## config.mk

```make
export PLATFORM = sky130hd
export DESIGN_NAME = apb_cmd_master
export DESIGN_NICKNAME = d
export VERILOG_FILES = /design/src/rtl/apb_cmd_master.sv
export SDC_FILE = /design/constraint.sdc
export NUM_CORES = 1
export LEC_CHECK = 0
export BUFFER_PORTS_ARGS = -buffer_cell sky130_fd_sc_hd__buf_2
export CORE_MARGIN = 3
export CORE_UTILIZATION = 45
export CTS_CLUSTER_DIAMETER = 120
export DETAILED_ROUTE_END_ITERATION = 12
export PLACE_DENSITY = 0.77
export RECOVER_POWER = 25
export SKIP_LAST_GASP = 1
export SYNTH_ARGS = -nofsm -noshare
export SYNTH_HDL_FRONTEND = slang
export SYNTH_SLANG_ARGS = --single-unit
```

## constraint.sdc

```tcl
create_clock -name clk -period 2.3 [get_ports clk]
set_input_delay 0.46 -clock clk [delete_from_list [all_inputs] [get_ports clk]]
set_output_delay 0.46 -clock clk [all_outputs]
set_load 0.05 [all_outputs]
```

## src/rtl/apb_cmd_master.sv

```systemverilog
// APB4 requester: turns a vld/rdy command channel into single APB transfers and returns a vld/rdy response.
// Optional ACCESS-phase timeout is compiled in when APB_CMD_TIMEOUT_EN is defined.
module apb_cmd_master #(
  parameter int unsigned ADDR_W      = 16,
  parameter int unsigned DATA_W      = 32,
  parameter int unsigned TIMEOUT_CYC = 255,
  parameter int unsigned TO_CNT_W    = 8
) (
  input  logic                  clk,
  input  logic                  rst_n,
  input  logic                  cmd_vld,
  output logic                  cmd_rdy,
  input  logic                  cmd_write,
  input  logic [ADDR_W-1:0]     cmd_addr,
  input  logic [DATA_W-1:0]     cmd_wdata,
  input  logic [DATA_W/8-1:0]   cmd_strb,
  input  logic [2:0]            cmd_prot,
  output logic                  rsp_vld,
  input  logic                  rsp_rdy,
  output logic [DATA_W-1:0]     rsp_rdata,
  output logic                  rsp_slverr,
  output logic [ADDR_W-1:0]     p_addr,
  output logic [2:0]            p_prot,
  output logic                  p_sel,
  output logic                  p_enable,
  output logic                  p_write,
  output logic [DATA_W-1:0]     p_wdata,
  output logic [DATA_W/8-1:0]   p_strb,
  input  logic                  p_ready,
  input  logic [DATA_W-1:0]     p_rdata,
  input  logic                  p_slverr
);

  typedef enum logic [1:0] {
    S_IDLE,
    S_SETUP,
    S_ACCESS,
    S_RESP
  } state_t;

  state_t state;
  logic   accept;
  logic   to_hit;

  assign cmd_rdy = (state == S_IDLE) || ((state == S_RESP) && rsp_rdy);
  assign accept  = cmd_vld && cmd_rdy;

`ifdef APB_CMD_TIMEOUT_EN
  localparam logic [TO_CNT_W-1:0] TO_LAST = TO_CNT_W'(TIMEOUT_CYC - 1);

  logic [TO_CNT_W-1:0] to_cnt;

  // SETUP always precedes ACCESS, so clearing there zeroes the count on ACCESS entry
  always_ff @(posedge clk or negedge rst_n) begin
    if (!rst_n) begin
      to_cnt <= '0;
    end else if (state == S_SETUP) begin
      to_cnt <= '0;
    end else if ((state == S_ACCESS) && !p_ready) begin
      to_cnt <= to_cnt + TO_CNT_W'(1);
    end
  end

  assign to_hit = (state == S_ACCESS) && !p_ready && (to_cnt == TO_LAST);
`else
  logic [TO_CNT_W-1:0] unused_to_cfg;

  assign unused_to_cfg = TO_CNT_W'(TIMEOUT_CYC);
  assign to_hit        = 1'b0;
`endif

  always_ff @(posedge clk or negedge rst_n) begin
    if (!rst_n) begin
      state      <= S_IDLE;
      rsp_vld    <= 1'b0;
      rsp_rdata  <= '0;
      rsp_slverr <= 1'b0;
      p_addr     <= '0;
      p_prot     <= '0;
      p_sel      <= 1'b0;
      p_enable   <= 1'b0;
      p_write    <= 1'b0;
      p_wdata    <= '0;
      p_strb     <= '0;
    end else begin
      case (state)
        S_IDLE: begin
        end
        S_SETUP: begin
          p_enable <= 1'b1;
          state    <= S_ACCESS;
        end
        S_ACCESS: begin
          if (p_ready) begin
            p_sel      <= 1'b0;
            p_enable   <= 1'b0;
            p_strb     <= '0;
            rsp_vld    <= 1'b1;
            rsp_rdata  <= p_write ? '0 : p_rdata;
            rsp_slverr <= p_slverr;
            state      <= S_RESP;
          end else if (to_hit) begin
            p_sel      <= 1'b0;
            p_enable   <= 1'b0;
            p_strb     <= '0;
            rsp_vld    <= 1'b1;
            rsp_rdata  <= '0;
            rsp_slverr <= 1'b1;
            state      <= S_RESP;
          end
        end
        S_RESP: begin
          if (rsp_rdy) begin
            rsp_vld    <= 1'b0;
            rsp_rdata  <= '0;
            rsp_slverr <= 1'b0;
            state      <= S_IDLE;
          end
        end
        default: state <= S_IDLE;
      endcase

      // Accept is shared by IDLE and RESP; placed last so it overrides the RESP->IDLE move
      if (accept) begin
        p_addr   <= cmd_addr;
        p_write  <= cmd_write;
        p_wdata  <= cmd_wdata;
        p_strb   <= cmd_write ? cmd_strb : '0;
        p_prot   <= cmd_prot;
        p_sel    <= 1'b1;
        p_enable <= 1'b0;
        state    <= S_SETUP;
      end
    end
  end

endmodule

```

==> results of run 1 <==
==> state kept, by name, summed over array words and instances (netlist names) <==
| signal | cells |
|---|---|
| rsp_slverr | 1 |
| rsp_rdata | 32 |
| rsp_vld | 1 |
| p_sel | 1 |
| state | 2 |
| p_addr | 16 |
| p_strb | 4 |
| p_write | 1 |
| p_prot | 3 |
| p_wdata | 32 |
| p_enable | 1 |
==> how the worst min path moves through the flow <==
| stage | end | cells past startpoint |
|---|---|---|
| final | p_wdata[5] | 2 |
| after global routing | rsp_rdata[4] | 2 |
| after CTS | rsp_rdata[4] | 1 |
| after detailed placement | rsp_rdata[9] | 1 |
| after global placement | rsp_rdata[4] | 1 |
| after floorplan | p_addr[0] | 0 |
==> cells in the mapped netlist <==
library cell	instances	area [sq um]
clkbuf_1	3	11.3
nor3_1	1	5.00
buf_4	1	7.51
dfrtp_1	94	2350
o21bai_1	1	7.51
mux2_2	5	56.3
o2bb2ai_1	2	17.5
a311oi_1	1	8.76
o211ai_1	1	7.51
ha_1	5	62.6
mux2i_1	4	40.0
nand2_1	14	52.6
and2_1	1	6.26
inv_1	2	7.51
buf_2	3	15.0
nand2b_1	3	18.8
a21o_1	1	7.51
nor2b_1	2	12.5
buf_6	5	56.3
mux2_1	48	541
o21ai_0	1	5.00
a22o_1	32	280
a21oi_1	4	20.0
a31oi_1	1	6.26
==> per-layer routing <==
metal | wire length [microns] | GRT usage [%]
met5 | 0 | 0
met4 | 70 | 4.86
met3 | 901 | 6.39
met2 | 3820 | 29.3
met1 | 3490 | 22.3
==> worst max-delay path: cells and delay by family (launching register included) <==
kind,cells,cell delay (ns)
AO/OA/AOI/OAI,1,0.19
adder cells (fa/ha/maj),1,0.35
buffers and inverters,1,0.29
flip-flops,1,0.45
==> cell families after synthesis <==
family / after synthesis
DFF: 94
adders and majority gates: 5
buffers and inverters: 14
muxes: 57
and+or+nand+nor: 21
AOI/OAI and AO/OA: 44
==> layout make-up <==
class	instances	area (sq um)	area share, %
tap	102	128	2.64
inverter	2	7.51	0.155
clock buffer	10	128	2.64
clock inverter	6	70.1	1.45
sequential	94	2350	48.7
multi-input combinational	127	1160	24.0
timing repair buffer	192	985	20.4
==> through the flow <==
step           hold slack [ns]  setup slack (ns)  cell area [sq um]  std cells  util [%]
3_5_place_dp             0.417             0.322               4650        517      59.9
3_3_place_gp             0.407             0.431               4650        517      59.9
2_1_floorplan            0.164             0.275               3600        235         -
4_1_cts                 0.0244             0.199               4850        533      62.4
5_1_grt                  0.306            0.0708               4830        533      62.2
6_report                 0.316             0.227               4830        533      62.2
==> results.tsv, run 1 <==
metric	value	unit
status	finished, violations left	
violations	max-capacitance violations, max-slew violations	
antenna_left	0	
drv_slew	31	
critPathCaptureType	output pin	
cts_buffers	9	
grt_pass1_vias	2603	
vias_per_cell	4.96	
fmax	482	MHz
min_period	2.07	ns
avgRoutedWirePerCell	15.5	microns
grt_max_degree	38	
io-pin-count	187	
slew_headroom	-4.60	%
drv_cap	1	
hold_start	cmd_wdata[5]	
vias	2643	
dp_hpwl	6380	microns
clkTransAtPathRegs	0.10	ns
fin_nets	525	
syn_area_per_cell	15.3	sq um
drcViolationCount	0	
crit_chain	ha_1, a21o_1, buf_2	
die_x	95.5	microns
crit_required	1.84	ns
gp_congestion	0.709	
syn_area	0.00360	sq mm
diodes	0	
hp-class	in -> reg	
synth_fa_ha_area_share	1.74	%
area_delta_synth_final	34.0	%
rows	32	
crit_arrival	1.61	ns
grt_pass1_wl	12500	microns
setup_viol	0	
crit_start	state[0]	
grt_overflow	0	
ys_warn_count	0	
start_util	46.4	%
r2r_slack	0.32	ns
crit_path_max_incr_delay	0.45	ns
postCtsSetupBuffers	0	
yosys.area_share.simple	2.64	%
drive_gt1_share	49.4	%
synth_cell_types	24	
io_buffers	186	
synth_mux_area_share	17.7	%
hold_viol_final	0	
clock_sinks	94	
tns	0	ns
reg2reg_to	p_addr[4]	
synth_xor_area_share	0	%
synth-seq-area-share	65.3	%
clkLatencyLatePin	0.35	ns
grtUsageTotal	17.8	%
synth_compound_area_share	10.0	%
die_y	95.5	microns
grt_setup_unrepaired	false	
cp-endpoint	cmd_rdy	
hold_buffers	0	
fill_cells	650	
synth-seq-cells	94	
dieArea	0.00912	sq mm
cts_root_buf	clkbuf_8	
finalWirelength	8280	microns
critical_path.slowest_cell	dfrtp_1	
reg2reg_depth	5	
tritoncts	done	
cts-resized-gates	0	
ctsLongestPathBuffers	2	
layout_commonest_cell	buf_2	
tightest_slew	1.57	ns
critPathLaunchType	flop	
syn-num-nets	334	
critical_path_class	reg -> out	
regToRegStartpoint	state[0]	
critPathMaxFanout	7	
fin_crit_sh	90.1	%
core	0.00777	sq mm
skew	0.0124	ns
layout_common_cells	186 x buf_2, 94 x dfrtp_1, 48 x mux2_1	
drtPass1Iterations	4	
drt_iter0_drc	61	
htree_levels	3	
netlist_instances	235	
antenna_found_initial	0	
synth_top_family_by_area	multiplexers	
Power of run 1 is not shown: default switching activity piles up to over one toggle a cycle in this logic, so the estimate is an artifact.
==> run 2, diff against run 1 <==
- CORE_ASPECT_RATIO: unset -> 1.4
==> run 2 against run 1 <==
Net effect:
- the run now ends clean
- via count down 0.38%
- clock skew shrank 0.0025 ns
- critical path type unchanged
- worst setup slack better by 0.015 ns
- sequential cell count stayed put
- sequential share of layout area grew 0.22 points
- design area down 0.44%
- final cell count decreased by 0.38%
- fmax grew 0.75%
- wire length is 6.8% lower
- utilization shrank 0.13 points
==> results.tsv, run 2 (synthesized netlist as in run 1, its figures left out) <==
metric	value	unit
status	complete, no violations	
finalNonFillerCells	531	
antenna_found_initial	0	
reg2reg_depth	5	
cts-resized-gates	0	
place_inst	515	
worst-path-buf-inv	1	
finalWirelength	7720	microns
pre_cts_ws	0.422	ns
drv_cap	0	
critPathCaptureType	output pin	
crit_family	flip-flops	
timing.hold.ws	0.254	ns
fin_nets	525	
grt_pass1_vias	2612	
critical_path.slowest_cell	dfrtp_1	
hold_buffers	0	
drtPass1Iterations	4	
critical_path_class	reg -> out	
grt_pass1_wl	12200	microns
skew	0.00987	ns
drt_iter0_drc	50	
gp_congestion	0.744	
regToRegStartpoint	state[0]	
reg2reg_to	p_addr[6]	
crit_required	1.84	ns
grt_max_degree	44	
slew_headroom	34.2	%
cts_root_buf	clkbuf_8	
dieArea	0.00914	sq mm
grtUsageTotal	17.4	%
clkTransAtPathRegs	0.08	ns
vias	2633	
cts_buffers	9	
setup_viol	0	
crit_chain	ha_1, a21o_1, buf_2	
critPathMaxFanout	7	
min_period	2.06	ns
clkLatencyLatePin	0.34	ns
die_y	112	microns
htree_levels	3	
crit_arrival	1.60	ns
area_delta_synth_final	33.4	%
core	0.00775	sq mm
fin_crit_sh	89.4	%
dp_hpwl	5850	microns
vias_per_cell	4.96	
start_util	46.5	%
hold_viol_final	0	
critPathLaunchType	flop	
grt_setup_unrepaired	false	
fill_cells	632	
diodes	0	
clock_sinks	94	
grt_overflow	0	
layout_commonest_cell	buf_2	
tritoncts	done	
io_buffers	186	
layout_common_cells	185 x buf_2, 94 x dfrtp_1, 48 x mux2_1	
drcViolationCount	0	
drive_gt1_share	49.2	%
ctsLongestPathBuffers	2	
rows	38	
top_regs	p_wdata x32, rsp_rdata x32, p_addr x16	
tightest_slew	0.986	ns
drv_slew	0	
r2r_slack	0.41	ns
layout_setup_ws	0.243	ns
avgRoutedWirePerCell	14.5	microns
tns	0	ns
fmax	486	MHz
io-pin-count	187	
postCtsSetupBuffers	0	
die_x	81.6	microns
hp-class	in -> async	
antenna_left	0	
crit_path_max_incr_delay	0.42	ns
-- run 2: cell count changes in the layout (fill, tap and decap cells not counted) --
cell        change
clkbuf_4        -1
clkbuf_2        +2
clkinv_2        +4
clkinv_4        -1
clkinvlp_4      -3
inv_6           -1
buf_2           -1
clkbuf_1        +1
-- run 2: area by class of cell --
cell class	instances	area [sq um]	area share [%]
Clock inverter	5	50.0	1.04
Tap cell	100	125	2.60
Sequential cell	94	2350	48.9
Multi-Input combinational cell	127	1160	24.1
Clock buffer	11	131	2.73
Timing Repair Buffer	192	982	20.4
Inverter	2	7.51	0.156
-- run 2: metal layers --
layer / part of all wire [%] / track usage (%) / up-vias / routed length (microns)
met5: 0 / 0 / - / 0
met1: 38 / 20.7 / 1264 / 2960
met2: 51 / 28.5 / 119 / 3910
met3: 9.5 / 6.47 / 13 / 736
li1: - / - / 1237 / -
met4: 1.5 / 6.65 / 0 / 117
-- run 2: worst max-delay path by stage --
stage               startpoint          end  slack [ns]  cells past startpoint
detailed placement    state[1]  p_wdata[23]        0.42                      5
global route          state[1]      cmd_rdy        0.15                      3
floorplan             state[0]   p_addr[10]        0.28                      6
CTS                   state[1]      cmd_rdy        0.22                      3
global placement      state[0]    p_addr[5]        0.51                      5
finish                state[0]      cmd_rdy        0.24                      3
-- run 2: stage by stage --
step	util, %	instance area (sq um)
floorplan	-	3600
finish	62.1	4810
global route	62.1	4810
global placement	60.0	4650
CTS	62.3	4830
detailed placement	60.0	4650
Power of run 2 is left out for the same reason.
